[src/rtl/pc_gen.sv]
//==============================================================================
// Module      : pc_gen
// Description : Program-counter generator with prioritised redirects, a
//               stall-time redirect buffer, fetch-address checking and a
//               saturating redirect counter.
// Revision    : 1.0 - initial release
//==============================================================================
`default_nettype none

module pc_gen #(
    parameter int               WIDTH    = 32,
    parameter int unsigned      STEP     = 4,
    parameter logic [WIDTH-1:0] RESET_PC = WIDTH'(32'h0000_3000),
    parameter logic [WIDTH-1:0] EXC_VEC  = WIDTH'(32'h0000_4180),
    parameter logic [WIDTH-1:0] IM_BASE  = WIDTH'(32'h0000_3000),
    parameter logic [WIDTH-1:0] IM_SIZE  = WIDTH'(32'h0000_1000),
    parameter int               CNT_W    = 16
) (
    input  logic             clk,
    input  logic             reset,
    input  logic             stall,
    input  logic             br_taken,
    input  logic [WIDTH-1:0] br_target,
    input  logic             jump,
    input  logic [WIDTH-1:0] jump_target,
    input  logic             exc_req,
    input  logic             eret,
    input  logic [WIDTH-1:0] epc,
    output logic [WIDTH-1:0] pc,
    output logic [WIDTH-1:0] pc_plus,
    output logic             pend_valid,
    output logic             adel,
    output logic [CNT_W-1:0] redir_cnt
);

    localparam logic [WIDTH-1:0] c_step    = WIDTH'(STEP);
    localparam logic [CNT_W-1:0] c_cnt_max = '1;
    // Window bounds carry one extra bit so IM_BASE+IM_SIZE cannot wrap.
    localparam logic [WIDTH:0]   c_win_lo  = {1'b0, IM_BASE};
    localparam logic [WIDTH:0]   c_win_hi  = {1'b0, IM_BASE} + {1'b0, IM_SIZE};

    logic [WIDTH-1:0] r_pc;
    logic             r_pend_valid;
    logic [WIDTH-1:0] r_pend_target;
    logic [CNT_W-1:0] r_redir_cnt;

    logic [WIDTH-1:0] w_pc_plus;
    logic [WIDTH-1:0] w_pc_next;
    logic             w_pend_valid_next;
    logic [WIDTH-1:0] w_pend_target_next;
    logic             w_redir_req;
    logic [WIDTH-1:0] w_redir_target;
    logic             w_apply;
    logic [CNT_W-1:0] w_cnt_inc;
    logic [WIDTH:0]   w_pc_ext;
    logic             w_adel;

    assign w_pc_plus      = r_pc + c_step;
    assign w_redir_req    = jump | br_taken;
    assign w_redir_target = jump ? jump_target : br_target;
    assign w_cnt_inc      = (r_redir_cnt == c_cnt_max) ? r_redir_cnt
                                                       : r_redir_cnt + CNT_W'(1);

    assign w_pc_ext = {1'b0, r_pc};
    assign w_adel   = (r_pc[1:0] != 2'b00) | (w_pc_ext < c_win_lo) |
                      (w_pc_ext >= c_win_hi);

    always_comb begin
        w_pc_next          = w_pc_plus;
        w_pend_valid_next  = r_pend_valid;
        w_pend_target_next = r_pend_target;
        w_apply            = 1'b0;

        if (exc_req) begin
            w_pc_next         = EXC_VEC;
            w_pend_valid_next = 1'b0;
            w_apply           = 1'b1;
        end else if (eret) begin
            w_pc_next         = epc;
            w_pend_valid_next = 1'b0;
            w_apply           = 1'b1;
        end else if (stall) begin
            // Hold the PC; the newest redirect seen during the stall wins.
            w_pc_next = r_pc;
            if (w_redir_req) begin
                w_pend_target_next = w_redir_target;
                w_pend_valid_next  = 1'b1;
            end
        end else if (w_redir_req) begin
            w_pc_next         = w_redir_target;
            w_pend_valid_next = 1'b0;
            w_apply           = 1'b1;
        end else if (r_pend_valid) begin
            w_pc_next         = r_pend_target;
            w_pend_valid_next = 1'b0;
            w_apply           = 1'b1;
        end
    end

    always_ff @(posedge clk) begin
        if (reset) begin
            r_pc          <= RESET_PC;
            r_pend_valid  <= 1'b0;
            r_pend_target <= '0;
            r_redir_cnt   <= '0;
        end else begin
            r_pc          <= w_pc_next;
            r_pend_valid  <= w_pend_valid_next;
            r_pend_target <= w_pend_target_next;
            if (w_apply) begin
                r_redir_cnt <= w_cnt_inc;
            end
        end
    end

    assign pc         = r_pc;
    assign pc_plus    = w_pc_plus;
    assign pend_valid = r_pend_valid;
    assign adel       = w_adel;
    assign redir_cnt  = r_redir_cnt;

endmodule

`default_nettype wire

[config.mk]
export PLATFORM = sky130hd
export DESIGN_NAME = pc_gen
export DESIGN_NICKNAME = d
export VERILOG_FILES = /design/src/rtl/pc_gen.sv
export SDC_FILE = /design/constraint.sdc
export NUM_CORES = 1
export LEC_CHECK = 0
export ABC_AREA = 1
export CORE_MARGIN = 2
export CORE_UTILIZATION = 45
export DETAILED_ROUTE_END_ITERATION = 8
export PLACE_DENSITY = 0.83
export SLEW_MARGIN = 10
export SYNTH_ARGS = -nofsm -noshare
export SYNTH_HDL_FRONTEND = slang
export SYNTH_SLANG_ARGS = --single-unit
[constraint.sdc]
create_clock -name clk -period 3.05 [get_ports clk]
set_input_delay 0.305 -clock clk [delete_from_list [all_inputs] [get_ports clk]]
set_output_delay 0.305 -clock clk [all_outputs]
set_load 0.005 [all_outputs]
Word-level counts from Yosys, hierarchy flattened:

Cells that the tools add are included.

* register bits after elaboration: 81
* bits in latches: 0
* RAM bits: 0
* memory bits (read-only): 0
* output and inout bits: 82
* memories kept: 0

* $add $sub $neg: 2
* multipliers: 0
* div/mod/pow operators: 0
* magnitude comparators: 2
* equality and inequality tests: 3
* shifts and indexed selects: 0
* multiplexer cells: 11
* bitwise operators: 7
* reduce and logical (&&, ||, !) cells: 5

Operators by type and width (number)
* two-way mux 32 bit: 5
* adder 32 x 3 -> 32 bit, second input constant: 1
* >= comparator 32 x 15 -> 1 bit, second input constant: 1
* less-than comparator 32 x 14 -> 1 bit, second input constant: 1
* adder 16 x 1 -> 16 bit, second input constant: 1
* == test 16 bit, second input constant: 1
* two-way mux 15 bit: 1
* two-way mux 1 bit: 5
* NOT 1 bit: 4
* AND reduction 4 bit: 1
* OR reduction 4 bit: 1
* inequality test 3 x 1 -> 1 bit, second input constant: 1
* bitwise OR 1 bit: 3
* inequality test 2 x 1 -> 1 bit, second input constant: 1
* AND reduction 2 bit: 1
* nonzero test 2 bit: 1
* OR reduction 2 bit: 1

Depth between registers and ports, before layout:

Gate-level depths: netlist of the first run.

* depth after elaboration: 6
* mapped depth: 12

Worst setup path after synthesis of the first run:

OpenSTA, ideal clock, no wires.

* kind: reg-to-output
* from: reg r_pc[3], in the netlist pc[3]
* to: out pc_plus[20]
* arrival: 1317 ps
* path slack: 1428 ps
* stages on the path, launching flop included: 7
* buffers on the path: 0
* cell sequence: dfxtp_1 > ha_1 > nand2_2 > nor2_4 > nand3_2 > o21ai_0 > and2_1

* cells in the longest elaborated chain, start to end: 1

RTL lines
* start, declared: RTL line 42 `logic [WIDTH-1:0] r_pc;`
* start signal, assigned: RTL line 107 `r_pc <= w_pc_next;`
* adder 32 x 3 -> 32 bit: RTL line 58 `assign w_pc_plus = r_pc + c_step;`
* end, declared: RTL line 30 `output logic [WIDTH-1:0] pc_plus,`

No other way between the ends.

Worst setup path in the final report of the first run:

* from: reg r_pc[3], in the netlist pc[3]
* to: out pc_plus[16]

The elaborated chain is that of the path after synthesis.

==> metrics.md, run 1 <==
| Metric | Value |
|---|---|
| Pin count of the biggest net entering global routing | `48` |
| Peak supply drop | `281.9 uV` |
| Sequential share of power | `39.1%` |
| Comb power frac | `19.9%` |
| Pre-CTS WS | `0.5451 ns` |
| Worst Path Required | `2.74 ns` |
| Clock Path Buffers | `2` |
| Synth Area in Compound Gates | `15.60%` |
| Status | `complete, no violations` |
| Clock root cell | `clkbuf_16` |
| DRT Pass-1 Iters | `5` |
| Post-synth EDFFs | `0` |
| Via count | `6363` |
| DIE AREA | `13140 sq um` |
| Reg2Reg Depth | `8` |
| Synth Area in Simple Gates | `39.29%` |
| Iteration-0 DRC Markers | `505` |
| Synthesis warning total | `0` |
| Synth unique cells | `47` |
| TritonCTS clock tree | `built` |
| Crit path DAT | `2.42 ns` |
| Placed insts | `1207` |
| Final WL | `18320 microns` |
| Switching pwr | `0.8091 mW` |
| Fmax | `367.4 MHz` |
| Hold_buf cts | `0` |
| First-pass GRT wire length | `29190 microns` |
| Vias per cell | `5.203` |
| Final nets | `1177` |
| Fin. max-slew vios | `0` |
| Syn Inst Count | `902` |
| FFs w/ async S/R, synth | `0%` |
| DP Area | `7405 sq um` |
| Core area | `11960 sq um` |
| Number of diodes | `0` |
| Setup bufs post-CTS | `0` |
| Syn avg cell area | `6.108 sq um` |
| CTS buffer count | `9` |
| Routed len/inst | `14.98 microns` |
| Die width | `114.6 microns` |
| CTS H-Tree Depth | `3` |
| Final TNS setup | `0 ns` |
| Least-Margin Pin Slew | `0.6912 ns` |
| RSZ-0062 raised after global routing | `false` |
| CTS clk-pin slew, worst paths | `0.06 ns` |
| FF+latch count, synth | `81` |
| Min-Delay Path Class | `flop to flop` |
| Routability cong. | `0.9919` |
| Fin util | `64.65%` |
| Die H | `114.6 microns` |
| Main synth FF type | `dfxtp_1` |
| Worst setup path category | `flop to output pin` |
| Fraction of layout cells with a size suffix above 1 | `6.877%` |
| Initial core utilization | `46.06%` |
| PortBufs | `184` |
| Layout Cells excl Fill | `1223` |
| Design area | `7734 sq um` |
| Setup WS post-layout | `0.3284 ns` |
| Setup-failing EPs final | `0` |
| Clk Latency, worst-skew pair | `0.34 ns` |
| Final worst path period share | `89.23%` |
| Mux cell area share after synthesis | `1.454%` |
| Clk_skew | `0.005931 ns` |
| CP max FO | `5` |
| Sink Count | `81` |
| Sw frac | `27.26%` |
| Vias in the first global route | `5832` |
| Total grt overflow | `0` |
| CTS resizes | `0` |
| Max_slew headroom | `53.87%` |
| Clk pwr share | `40.9%` |
| Antenna viol nets, final | `0` |
| Worst hold path depth | `2` |
| HP Start | `r_pend_target[27]` |
| Post-DP HPWL | `14210 microns` |
| Post-synthesis cell area | `5509 sq um` |
| Synth Area in XOR/XNOR | `3.884%` |
| Worst hold slack | `0.4498 ns` |
| IO Count | `185` |
| Syn Nets | `1008` |
| PD cells | `383.7 nW/um^2` |
| Max-cap viol count | `0` |
| Leakage power | `3.171 nW` |
| Post-Synth Adder-Cell Area | `0.6814%` |
| Reg2Reg Launch Point | `redir_cnt[0]` |
| Crit. End Element | `output pin` |
| Final Hold Fails | `0` |
| Seq/Total Area, Yosys | `29.43%` |
| Total power | `2.968 mW` |
| Int Pwr | `2.159 mW` |
| Critical Path Source | `pc[3]` |
| Final Critical Period | `2.722 ns` |
| Area delta synth->final | `40.38%` |
| DRC | `0` |
| CP Launch Type | `flop` |
| Largest family of logic cells by synthesized area | `simple AND/OR/NAND/NOR gates` |
| Gr usage total | `28.32%` |
| Initial antenna violation count | `0` |
| Standard-cell rows | `40` |
==> flip-flops by register name, summed over array words and instances, names as in the netlist, named ones only <==
name / cells
r_pend_target: 32
pc: 30
redir_cnt: 16
pend_valid: 1
==> critical path, cell delays in order, from the launching register on <==
cell	delay (ns)
dfxtp_1	0.42
ha_1	0.28
nand3_2	0.12
nor2_1	0.29
nand3_1	0.17
xor2_1	0.25
clkdlybuf4s50_1	0.54
==> cells in the final DEF, fill, tap and decap left out, drive strengths merged, types with 3 or more instances in the layout <==
cell type / instances
o21ai: 61
or2: 4
o22ai: 3
o21bai: 3
ha: 3
xnor2: 8
inv: 89
clkdlybuf4s50: 184
mux2i: 8
nand2: 340
o21a: 3
buf: 10
clkbuf: 11
dfxtp: 81
xor2: 13
nor2: 114
nand4: 8
nand3: 31
a31oi: 3
o211ai: 3
nor3: 6
a21oi: 74
==> power by group through the flow <==
stage | combinational, mW | clock [mW] | sequential, mW
2_1_floorplan | 0.270 | 0 | 1.17
3_3_place_gp | 0.578 | 0 | 1.18
3_5_place_dp | 0.584 | 0 | 1.18
4_1_cts | 0.588 | 1.23 | 1.16
5_1_grt | 0.651 | 1.27 | 1.17
6_report | 0.592 | 1.21 | 1.16
==> cells in the mapped netlist, types with 2 or more instances <==
cell      number  area, sq um
a21oi_1       73        365.4
a221oi_2       2        30.03
a31oi_1        3        18.77
buf_2         13        65.06
buf_4          3        22.52
buf_6          3        33.78
clkbuf_1      14        52.55
clkbuf_8       2        27.53
dfxtp_1       81         1622
ha_1           3        37.54
inv_1         80        300.3
inv_2          7        26.28
mux2i_1        8        80.08
nand2_1      330         1239
nand2_2        8        50.05
nand2_4        2        22.52
nand3_1       27        135.1
nand3_2        4        40.04
nand3b_1       2        15.01
nand4_1        8        50.05
nor2_1        96        360.4
nor2_2         9        56.30
nor2_4         8        90.09
nor3_1         5        25.02
nor4_1         2        12.51
o211ai_1       3        22.52
o21a_1         3        22.52
o21ai_0       57        285.3
o21ai_1        4        20.02
o21bai_1       3        22.52
o221ai_1       2        17.52
o22ai_1        3        18.77
or2_2          2        12.51
xnor2_1        8        70.07
xor2_1         9        78.83
xor2_2         4        65.06
==> layer usage <==
metal | GRT usage [%] | vias to the layer above | wire length (microns)
li1 | - | 3196 | -
met1 | 37.50 | 2824 | 7708
met3 | 6.935 | 44 | 1721
met4 | 10.00 | 0 | 525
met2 | 44.93 | 299 | 8361
met5 | 0 | - | 0
==> kinds of logic (layout without fill, tap and decap cells) <==
group	Yosys count	in the layout
flip-flops	81	81
adder cells (fa/ha/maj)	3	3
buffers and inverters	123	297
multiplexers	8	8
AND/OR/NAND/NOR	509	509
AO/OA/AOI/OAI	157	157
XOR/XNOR	21	21
==> final timing paths <==
check / slack [ns] / end
worst min register to register: 0.45 / r_pend_target[27]
worst max-delay path: 0.33 / pc_plus[16]
worst min-delay path: 0.45 / r_pend_target[27]
worst max register to register: 1.15 / redir_cnt[0]
==> area by class of cell <==
class | count | area [sq um]
Sequential cell | 81 | 1622
Clock buffer | 11 | 242.7
Timing Repair Buffer | 194 | 1917
Multi-Input combinational cell | 698 | 3356
Inverter | 87 | 326.6
Tap cell | 147 | 183.9
Clock inverter | 5 | 86.33
Fill cell | 1098 | 4228
No activity file was read; power rests on OpenSTA's default activity.
==> inputs of run 2 (changes only) <==
RECOVER_POWER = 100   (was not set)
clock period = 3.3 ns   (was 3.05 ns; I/O delays follow)
==> metrics.md, run 2 (synthesis gave the netlist of run 1 again) <==
| Metric | Value |
|---|---|
| Number of diodes | `0` |
| Largest register FFs | `32` |
| Core area | `11960 sq um` |
| Peak supply drop | `259.9 uV` |
| Hold_buf cts | `0` |
| Setup bufs post-CTS | `0` |
| CTS clk-pin slew, worst paths | `0.06 ns` |
| Fraction of layout cells with a size suffix above 1 | `5.033%` |
| Initial core utilization | `46.06%` |
| Clock Path Buffers | `2` |
| Fin. max-slew vios | `0` |
| Placed insts | `1204` |
| Leakage power | `3.271 nW` |
| Worst setup path category | `flop to output pin` |
| PortBufs | `184` |
| CP top delay family | `simple AND/OR/NAND/NOR gates` |
| Die H | `114.6 microns` |
| HP Start | `r_pend_target[16]` |
| Final TNS setup | `0 ns` |
| Max stage delay on crit path | `0.58 ns` |
| DRC | `0` |
| Clk_skew | `0.006469 ns` |
| Commonest non-fill, non-tap cell in the layout | `nand2_1` |
| Fmax | `348.1 MHz` |
| Reg2Reg Launch Point | `redir_cnt[0]` |
| Clk Latency, worst-skew pair | `0.34 ns` |
| Status | `complete, no violations` |
| Crit-path cells | `ha_1 > nand2_2 > nor2_4 > nand2_4 > nor2_1 > nand3_1 > nand2_1 > dlygate4sd3_1` |
| Max_slew headroom | `23.01%` |
| CTS H-Tree Depth | `3` |
| Reg2reg end | `redir_cnt[0]` |
| Largest reg by FF count | `r_pend_target` |
| Standard-cell rows | `40` |
| Layout Cells excl Fill | `1220` |
| IO Count | `185` |
| Initial antenna violation count | `0` |
| CP Launch Type | `flop` |
| Crit. End Element | `output pin` |
| Gr usage total | `27.83%` |
| Total grt overflow | `0` |
| RSZ-0062 raised after global routing | `false` |
| DRT Pass-1 Iters | `5` |
| Worst hold endpoint | `r_pend_target[16]` |
| Via count | `6433` |
| Crit path DAT | `2.54 ns` |
| Min-Delay Path Class | `flop to flop` |
| DIE AREA | `13140 sq um` |
| Most frequent cells in the layout | `333 x nand2_1, 110 x clkdlybuf4s50_1, 102 x nor2_1` |
| Reg2reg setup slack | `1.06 ns` |
| Final WL | `18450 microns` |
| TritonCTS clock tree | `built` |
| Reg2Reg Depth | `8` |
| Final Hold Fails | `0` |
| Crit path max-delay cell type | `dlygate4sd3_1` |
| CTS resizes | `0` |
| Vias in the first global route | `5782` |
| PD cells | `347.5 nW/um^2` |
| CP max FO | `5` |
| Routed len/inst | `15.12 microns` |
| Area delta synth->final | `37.88%` |
| Die width | `114.6 microns` |
| Iteration-0 DRC Markers | `687` |
| CTS buffer count | `9` |
| Clock root cell | `clkbuf_16` |
| Final Critical Period | `2.873 ns` |
| Sink Count | `81` |
| Post-DP HPWL | `14090 microns` |
| Worst hold path depth | `2` |
| Final worst path period share | `87.05%` |
| Least-Margin Pin Slew | `1.154 ns` |
| Setup-failing EPs final | `0` |
| Vias per cell | `5.273` |
| Max-cap viol count | `0` |
| Routability cong. | `0.9676` |
| Crit path buf inv count | `1` |
| Pin count of the biggest net entering global routing | `49` |
| Worst Path Required | `2.97 ns` |
| First-pass GRT wire length | `28890 microns` |
| Final nets | `1174` |
| Antenna viol nets, final | `0` |
[run 2: worst max path at each step]
stage,from,endpoint,slack [ns],depth (start not counted)
2_1_floorplan,pc[3],pc_plus[20],1.65,6
3_3_place_gp,eret,r_pend_target[25],0.89,7
3_5_place_dp,eret,r_pend_target[24],0.77,7
4_1_cts,pc[3],pc_plus[16],0.55,6
6_report,pc[3],pc_plus[30],0.43,8
5_1_grt,jump,redir_cnt[0],0.21,9
[run 2: worst min-delay path, stage by stage (launching register included)]
cell and delay, ns:
dfxtp_1 0.30, inv_1 0.06, a21oi_1 0.05
[run 2: final cells by class]
type / count / area (sq um)
timing repair buffer: 191 / 1887
fill: 1075 / 4365
sequential: 81 / 1622
clock inverter: 5 / 62.56
inverter: 87 / 326.6
clock buffer: 11 / 242.7
multi-input combinational: 698 / 3272
tap: 147 / 183.9
[run 2: layer usage]
metal	GRT usage, %	part of all wire (%)
met5	0	0
met4	10.16	3.2
met3	5.029	9.1
met2	44.42	46
met1	37.58	42
[run 2: report_power, final]
group          switching [mW]  leakage, nW  internal [mW]
sequential             0.0528        0.661           1.02
clock                   0.428        0.142          0.612
combinational           0.263         2.47          0.263
total                   0.744         3.27           1.90
[run 2: metrics by stage]
stage / hold slack [ns] / instance area, sq um / power [mW] / worst slack, ns / utilization, %
final: 0.4489 / 7596 / 2.639 / 0.4273 / 63.50
after global routing: 0.4712 / 7596 / 2.740 / 0.2092 / 63.50
after CTS: 0.4492 / 7687 / 2.655 / 0.5481 / 64.27
after detailed placement: 0.4408 / 7382 / 1.631 / 0.7705 / 61.72
after global placement: 0.4343 / 7382 / 1.623 / 0.8868 / 61.72
after floorplan: 0.4241 / 5509 / 1.331 / 1.653 / -
